File: src/rtl/ppi8255.sv
// ppi8255: programmable peripheral interface (8255-style) with mode 0 and
// mode 1 strobed handshake on ports A and B. A group A mode field of 1x is
// handled as mode 1. Port pins arrive through a SYNC_STAGES-deep synchroniser
// and every handshake edge is detected on the synchronised values.
module ppi8255 #(
  parameter logic [7:0] RESET_CTRL   = 8'h9B,
  parameter bit         ENABLE_MODE1 = 1'b1,
  parameter int         SYNC_STAGES  = 2
) (
  input  logic       clk,
  input  logic       reset_n,
  input  logic       cs,
  input  logic       rd,
  input  logic       we,
  input  logic [1:0] addr,
  input  logic [7:0] din,
  output logic [7:0] dout,
  input  logic [7:0] pa_in,
  output logic [7:0] pa_out,
  output logic [7:0] pa_oe,
  input  logic [7:0] pb_in,
  output logic [7:0] pb_out,
  output logic [7:0] pb_oe,
  input  logic [7:0] pc_in,
  output logic [7:0] pc_out,
  output logic [7:0] pc_oe
);

  // Synchroniser chain for all 24 port pins, oldest stage last.
  logic [23:0] sync_reg [SYNC_STAGES];
  logic [7:0]  pa_sync, pb_sync, pc_sync;
  logic [7:0]  pc_prev_reg;

  logic [6:0]  ctrl_reg;
  logic [7:0]  pa_latch_reg, pb_latch_reg, pc_latch_reg;
  logic [7:0]  pa_in_latch_reg, pb_in_latch_reg;
  logic        inte_a_reg, inte_b_reg;
  logic        ibf_a_reg, ibf_b_reg;
  logic        intr_a_reg, intr_b_reg;
  logic        obf_a_n_reg, obf_b_n_reg;

  logic        a_mode1, b_mode1, a_dir_in, b_dir_in;
  logic [7:0]  pc_fall, pc_rise;
  logic        a_hs_fall, a_hs_rise;
  logic        wr_en, rd_en;
  logic        wr_pa, wr_pb, wr_pc, wr_ctrl, rd_pa, rd_pb;
  logic [2:0]  bsr_bit;
  logic        bsr_inte_a, bsr_inte_b;
  logic [7:0]  pc_oe_c, pc_hs_c, pc_rd_c;

  assign {pc_sync, pb_sync, pa_sync} = sync_reg[SYNC_STAGES-1];

  // Mode decode; with mode 1 disabled both groups behave as mode 0.
  assign a_mode1  = ENABLE_MODE1 && (ctrl_reg[6:5] != 2'b00);
  assign b_mode1  = ENABLE_MODE1 && ctrl_reg[2];
  assign a_dir_in = ctrl_reg[4];
  assign b_dir_in = ctrl_reg[1];

  // Edges of the synchronised port C pins; group A watches PC4 (STB) or PC6 (ACK).
  assign pc_fall   = pc_prev_reg & ~pc_sync;
  assign pc_rise   = ~pc_prev_reg & pc_sync;
  assign a_hs_fall = a_dir_in ? pc_fall[4] : pc_fall[6];
  assign a_hs_rise = a_dir_in ? pc_rise[4] : pc_rise[6];

  assign wr_en   = cs & we;
  assign rd_en   = cs & rd;
  assign wr_pa   = wr_en && (addr == 2'b00);
  assign wr_pb   = wr_en && (addr == 2'b01);
  assign wr_pc   = wr_en && (addr == 2'b10);
  assign wr_ctrl = wr_en && (addr == 2'b11);
  assign rd_pa   = rd_en && (addr == 2'b00);
  assign rd_pb   = rd_en && (addr == 2'b01);

  // Bit set/reset aimed at a STB/ACK position programs the interrupt enable instead.
  assign bsr_bit    = din[3:1];
  assign bsr_inte_a = a_mode1 && (a_dir_in ? (bsr_bit == 3'd4) : (bsr_bit == 3'd6));
  assign bsr_inte_b = b_mode1 && (bsr_bit == 3'd2);

  // Shift port pins through the synchroniser.
  always_ff @(posedge clk or negedge reset_n) begin
    if (!reset_n) begin
      for (int i = 0; i < SYNC_STAGES; i++) begin
        sync_reg[i] <= '0;
      end
    end else begin
      sync_reg[0] <= {pc_in, pb_in, pa_in};
      for (int i = 1; i < SYNC_STAGES; i++) begin
        sync_reg[i] <= sync_reg[i-1];
      end
    end
  end

  // Register file, handshake flags and control word; a mode-set write overrides everything.
  always_ff @(posedge clk or negedge reset_n) begin
    if (!reset_n) begin
      ctrl_reg        <= RESET_CTRL[6:0];
      pc_prev_reg     <= '0;
      pa_latch_reg    <= '0;
      pb_latch_reg    <= '0;
      pc_latch_reg    <= '0;
      pa_in_latch_reg <= '0;
      pb_in_latch_reg <= '0;
      inte_a_reg      <= 1'b0;
      inte_b_reg      <= 1'b0;
      ibf_a_reg       <= 1'b0;
      ibf_b_reg       <= 1'b0;
      intr_a_reg      <= 1'b0;
      intr_b_reg      <= 1'b0;
      obf_a_n_reg     <= 1'b1;
      obf_b_n_reg     <= 1'b1;
    end else begin
      pc_prev_reg <= pc_sync;

      if (wr_pa) pa_latch_reg <= din;
      if (wr_pb) pb_latch_reg <= din;
      if (wr_pc) pc_latch_reg <= din;

      if (a_mode1) begin
        if (a_dir_in) begin
          // A strobe capturing new data keeps IBF set even if a read lands in the same cycle.
          if (a_hs_fall) begin
            pa_in_latch_reg <= pa_sync;
            ibf_a_reg       <= 1'b1;
          end else if (rd_pa) begin
            ibf_a_reg <= 1'b0;
          end
          if (rd_pa) intr_a_reg <= 1'b0;
          else if (a_hs_rise && inte_a_reg && ibf_a_reg) intr_a_reg <= 1'b1;
        end else begin
          // A CPU write beats a coincident ACK falling edge.
          if (wr_pa) obf_a_n_reg <= 1'b0;
          else if (a_hs_fall) obf_a_n_reg <= 1'b1;
          if (wr_pa) intr_a_reg <= 1'b0;
          else if (a_hs_rise && inte_a_reg && obf_a_n_reg) intr_a_reg <= 1'b1;
        end
      end

      if (b_mode1) begin
        if (b_dir_in) begin
          if (pc_fall[2]) begin
            pb_in_latch_reg <= pb_sync;
            ibf_b_reg       <= 1'b1;
          end else if (rd_pb) begin
            ibf_b_reg <= 1'b0;
          end
          if (rd_pb) intr_b_reg <= 1'b0;
          else if (pc_rise[2] && inte_b_reg && ibf_b_reg) intr_b_reg <= 1'b1;
        end else begin
          if (wr_pb) obf_b_n_reg <= 1'b0;
          else if (pc_fall[2]) obf_b_n_reg <= 1'b1;
          if (wr_pb) intr_b_reg <= 1'b0;
          else if (pc_rise[2] && inte_b_reg && obf_b_n_reg) intr_b_reg <= 1'b1;
        end
      end

      if (wr_ctrl) begin
        if (din[7]) begin
          ctrl_reg        <= din[6:0];
          pa_latch_reg    <= '0;
          pb_latch_reg    <= '0;
          pc_latch_reg    <= '0;
          pa_in_latch_reg <= '0;
          pb_in_latch_reg <= '0;
          inte_a_reg      <= 1'b0;
          inte_b_reg      <= 1'b0;
          ibf_a_reg       <= 1'b0;
          ibf_b_reg       <= 1'b0;
          intr_a_reg      <= 1'b0;
          intr_b_reg      <= 1'b0;
          obf_a_n_reg     <= 1'b1;
          obf_b_n_reg     <= 1'b1;
        end else if (bsr_inte_a) begin
          inte_a_reg <= din[0];
        end else if (bsr_inte_b) begin
          inte_b_reg <= din[0];
        end else begin
          pc_latch_reg[bsr_bit] <= din[0];
        end
      end
    end
  end

  // Port C pin map: handshake outputs replace latch bits, STB/ACK become inputs.
  always_comb begin
    pc_oe_c = {{4{~ctrl_reg[3]}}, {4{~ctrl_reg[0]}}};
    pc_hs_c = pc_latch_reg;
    pc_rd_c = '0;
    if (a_mode1) begin
      pc_oe_c[3] = 1'b1;
      pc_hs_c[3] = intr_a_reg;
      if (a_dir_in) begin
        pc_oe_c[5] = 1'b1;
        pc_hs_c[5] = ibf_a_reg;
        pc_oe_c[4] = 1'b0;
      end else begin
        pc_oe_c[7] = 1'b1;
        pc_hs_c[7] = obf_a_n_reg;
        pc_oe_c[6] = 1'b0;
      end
    end
    if (b_mode1) begin
      pc_oe_c[0] = 1'b1;
      pc_hs_c[0] = intr_b_reg;
      pc_oe_c[1] = 1'b1;
      pc_hs_c[1] = b_dir_in ? ibf_b_reg : obf_b_n_reg;
      pc_oe_c[2] = 1'b0;
    end
    pc_rd_c = (pc_oe_c & pc_hs_c) | (~pc_oe_c & pc_sync);
    if (a_mode1) begin
      if (a_dir_in) pc_rd_c[4] = inte_a_reg;
      else          pc_rd_c[6] = inte_a_reg;
    end
    if (b_mode1) pc_rd_c[2] = inte_b_reg;
  end

  assign pa_out = pa_latch_reg;
  assign pb_out = pb_latch_reg;
  assign pc_out = pc_hs_c;
  assign pa_oe  = a_dir_in ? 8'h00 : 8'hFF;
  assign pb_oe  = b_dir_in ? 8'h00 : 8'hFF;
  assign pc_oe  = pc_oe_c;

  // Read mux: input ports show live pins in mode 0 and the strobed latch in mode 1.
  always_comb begin
    dout = '0;
    case (addr)
      2'b00:   dout = a_dir_in ? (a_mode1 ? pa_in_latch_reg : pa_sync) : pa_latch_reg;
      2'b01:   dout = b_dir_in ? (b_mode1 ? pb_in_latch_reg : pb_sync) : pb_latch_reg;
      2'b10:   dout = pc_rd_c;
      default: dout = {1'b1, ctrl_reg};
    endcase
  end

endmodule
File: config.mk
export PLATFORM = sky130hd
export DESIGN_NAME = ppi8255
export DESIGN_NICKNAME = d
export VERILOG_FILES = /design/src/rtl/ppi8255.sv
export SDC_FILE = /design/constraint.sdc
export NUM_CORES = 1
export LEC_CHECK = 0
export BUFFER_PORTS_ARGS = -buffer_cell sky130_fd_sc_hd__buf_2
export CORE_MARGIN = 4
export CORE_UTILIZATION = 40
export DETAILED_ROUTE_END_ITERATION = 10
export GPL_ROUTABILITY_DRIVEN = 0
export HOLD_SLACK_MARGIN = 0.03
export PLACE_DENSITY_LB_ADDON = 0.12
export SYNTH_ARGS = -nofsm -noshare
export SYNTH_HDL_FRONTEND = slang
export SYNTH_SLANG_ARGS = --single-unit
File: constraint.sdc
create_clock -name clk -period 4.1 [get_ports clk]
set_input_delay 0.82 -clock clk [delete_from_list [all_inputs] [get_ports clk]]
set_output_delay 0.82 -clock clk [all_outputs]
set_load 0.02 [all_outputs]
==> flow_summary.yaml <==
outcome:
  run_status: "finished clean"
timing:
  fin_crit_sh_pct: 78.6
  worst_slew_pin_slew_ns: 0.906
  layout_setup_ws_ns: 0.876
  clock_skew_ns: 0.00892
  fin_setup_tns_ns: 0
  finalMaxSlewViolations: 0
  setup_viol: 0
  slew_headroom_pct: 39.1
  fmax_mhz: 310
  rsz0062_at_grt: "no"
  final-hold-violation-count: 0
  post-route-min-period_ns: 3.22
yosys:
  synth_warnings: 0
  syn_avg_cell_area_um2: 10.1
  async_flop_share_pct: 100
  synth_seq_area_share_pct: 55.0
  synth_fp_nets: 517
  ys_ff_latch: 106
  synthFlopType: "dfrtp_1"
  synth_cells: 478
  netlist_area_um2: 4830
  post_synth_num_cell_types: 52
  synth_edf_count: 0
clock_network:
  cts_tree: "yes"
  cts.sinks: 106
  postCtsHoldBufs: 0
  post_cts_resize_count: 0
  cts_buffer_depth: 2
  htree_levels: 3
  insertion_delay_ns: 0.36
  cts-buffers-inserted: 9
  post_cts_buffers: 0
  clkTransAtPathRegs_ns: 0.07
  root_buffer: "clkbuf_16"
drt:
  ant_nets: 0
  drt_iter0_markers: 309
  first_pass_iters: 4
  drt-total-wl_um: 12700
  vias: 3653
  via_per_inst: 5.33
  routedWlPerCell_um: 18.5
  drc: 0
worst_setup_path:
  critPathArrivalTime_ns: 2.40
  criticalPathCategory: "register to output port"
  crit_path_top_delay_cell: "dfrtp_1"
  r2r-start: "ctrl_reg[4]"
  worstRegToRegCells: 5
  startpoint_type: "register"
  crit_start: "ctrl_reg[6]"
  cp-end-kind: "output port"
  cp_cell_sequence: "nor2_2, buf_4, mux2i_1, a21oi_1, a311o_1, buf_2"
  worstPathRequired_ns: 3.28
  crit_path_max_fanout: 8
  cpPeakStageDelay_ns: 0.50
cells_and_area:
  num_antenna_cells: 0
  area_growth_pct: 14.5
  final_common_cell: "dfrtp_1"
  layout_common_cells: "100 x dfrtp_1, 93 x buf_2, 86 x nand2_1"
  drive_above_1_share_pct: 25.5
  largest_reg_flops: 24
  num-nets-final: 576
place:
  portBuffers: 94
  dpl.hpwl_um: 8910
  pre_cts_ws_ns: 1.02
floorplanning:
  die_w_um: 118
  coreArea_um2: 11600
  io-pin-count: 95
  start_util_pct: 41.6
  rows: 39
  die-area_um2: 13900
  fp.dieH_um: 118
grt:
  grt_usage_pct: 18.8
  antenna_found_initial: 0
  grt_pass1_wl_um: 20400
  grt_pass1_vias: 3697
  overflow: 0
  grt_max_degree: 57
worst_hold_path:
  min-delay-start: "sync_reg[28]"
  min_path_type: "register to register"
  hold_depth: 0
power:
  swShare_pct: 34.6
  p_seq_share_pct: 45.5
  p_int_w: 0.00201
  irDropWorstVdd_mv: 0.385
  leakage_nw: 2.53
  p_switching_w: 0.00106
  combPwrFrac_pct: 27.3
  pwr_density_cell_nw_per_um2: 555
  power_frac_clock_pct: 27.2
job:
  cap_violations: 0
final timing paths:
kind                                      end  slack [ns]
max                                   dout[1]        0.88
min                                pa_sync[4]        0.35
max reg2reg                pa_in_latch_reg[0]        2.09
min reg2reg                        pa_sync[4]        0.35
max in group asynchronous         ctrl_reg[1]        2.83
min in group asynchronous        sync_reg[46]        0.49
worst max-delay path: cells and delay by family (launching register included):
kind | cells | cell delay, ns
muxes | 1 | 0.25
buffers and inverters | 2 | 0.44
AOI/OAI and AO/OA | 2 | 0.45
DFF | 1 | 0.50
and+or+nand+nor | 1 | 0.40
routing by layer:
layer  routed length [um]  track usage (%)  vias to the layer above
met4                  133             5.13                        0
met2                 5970             29.0                      110
met5                    0                0                        -
met1                 5610             25.9                     1786
li1                     -                -                     1746
met3                  988             5.72                       11
cells in the mapped netlist, drive strengths merged, types with 4 or more instances:
library cell | number | share of area, %
inv | 8 | 0.62
o22ai | 4 | 0.52
o21ai | 26 | 2.7
a211oi | 6 | 0.93
dfrtp | 100 | 52
nand3 | 8 | 0.83
clkbuf | 13 | 1.0
nor3 | 5 | 0.52
o21a | 4 | 0.62
buf | 38 | 5.0
mux2i | 33 | 6.8
mux2 | 14 | 3.3
a21oi | 41 | 4.2
nand2 | 86 | 6.7
nand2b | 7 | 0.91
nor2 | 33 | 2.6
dfstp | 6 | 3.3
power by group through the flow:
stage	Clock, W	Sequential, W	Combinational [W]
global placement	0	0.00141	0.000837
detailed placement	0	0.00141	0.000847
CTS	0.000863	0.00140	0.000849
finish	0.000834	0.00140	0.000840
floorplan	0	0.00135	0.000656
global route	0.000912	0.00142	0.000927
layout make-up:
class | instances | area [um^2]
multi-input combinational | 313 | 1850
clock inverter | 4 | 31.3
sequential | 106 | 2660
inverter | 8 | 30.0
clock buffer | 12 | 256
timing repair buffer | 99 | 523
tap | 143 | 179
fill | 1125 | 6080
per-stage QoR:
stage / instances / power [W] / util (%) / hold slack, ns / cell area [um^2]
detailed placement: 669 / 0.00226 / 45.2 / 0.335 / 5250
CTS: 685 / 0.00311 / 47.7 / 0.350 / 5530
global placement: 669 / 0.00224 / 45.2 / 0.332 / 5250
finish: 685 / 0.00307 / 47.7 / 0.347 / 5530
floorplan: 478 / 0.00201 / - / 0.331 / 4830
global route: 685 / 0.00326 / 47.7 / 0.358 / 5530
kinds of logic after synthesis:
family	synth area share, %
AOI/OAI and AO/OA	13.1
xor gates and xnor gates	0.181
buffers and inverters	6.63
DFF	55.0
muxes	10.1
and+or+nand+nor	15.0
Power figures use the tool's default switching activity.
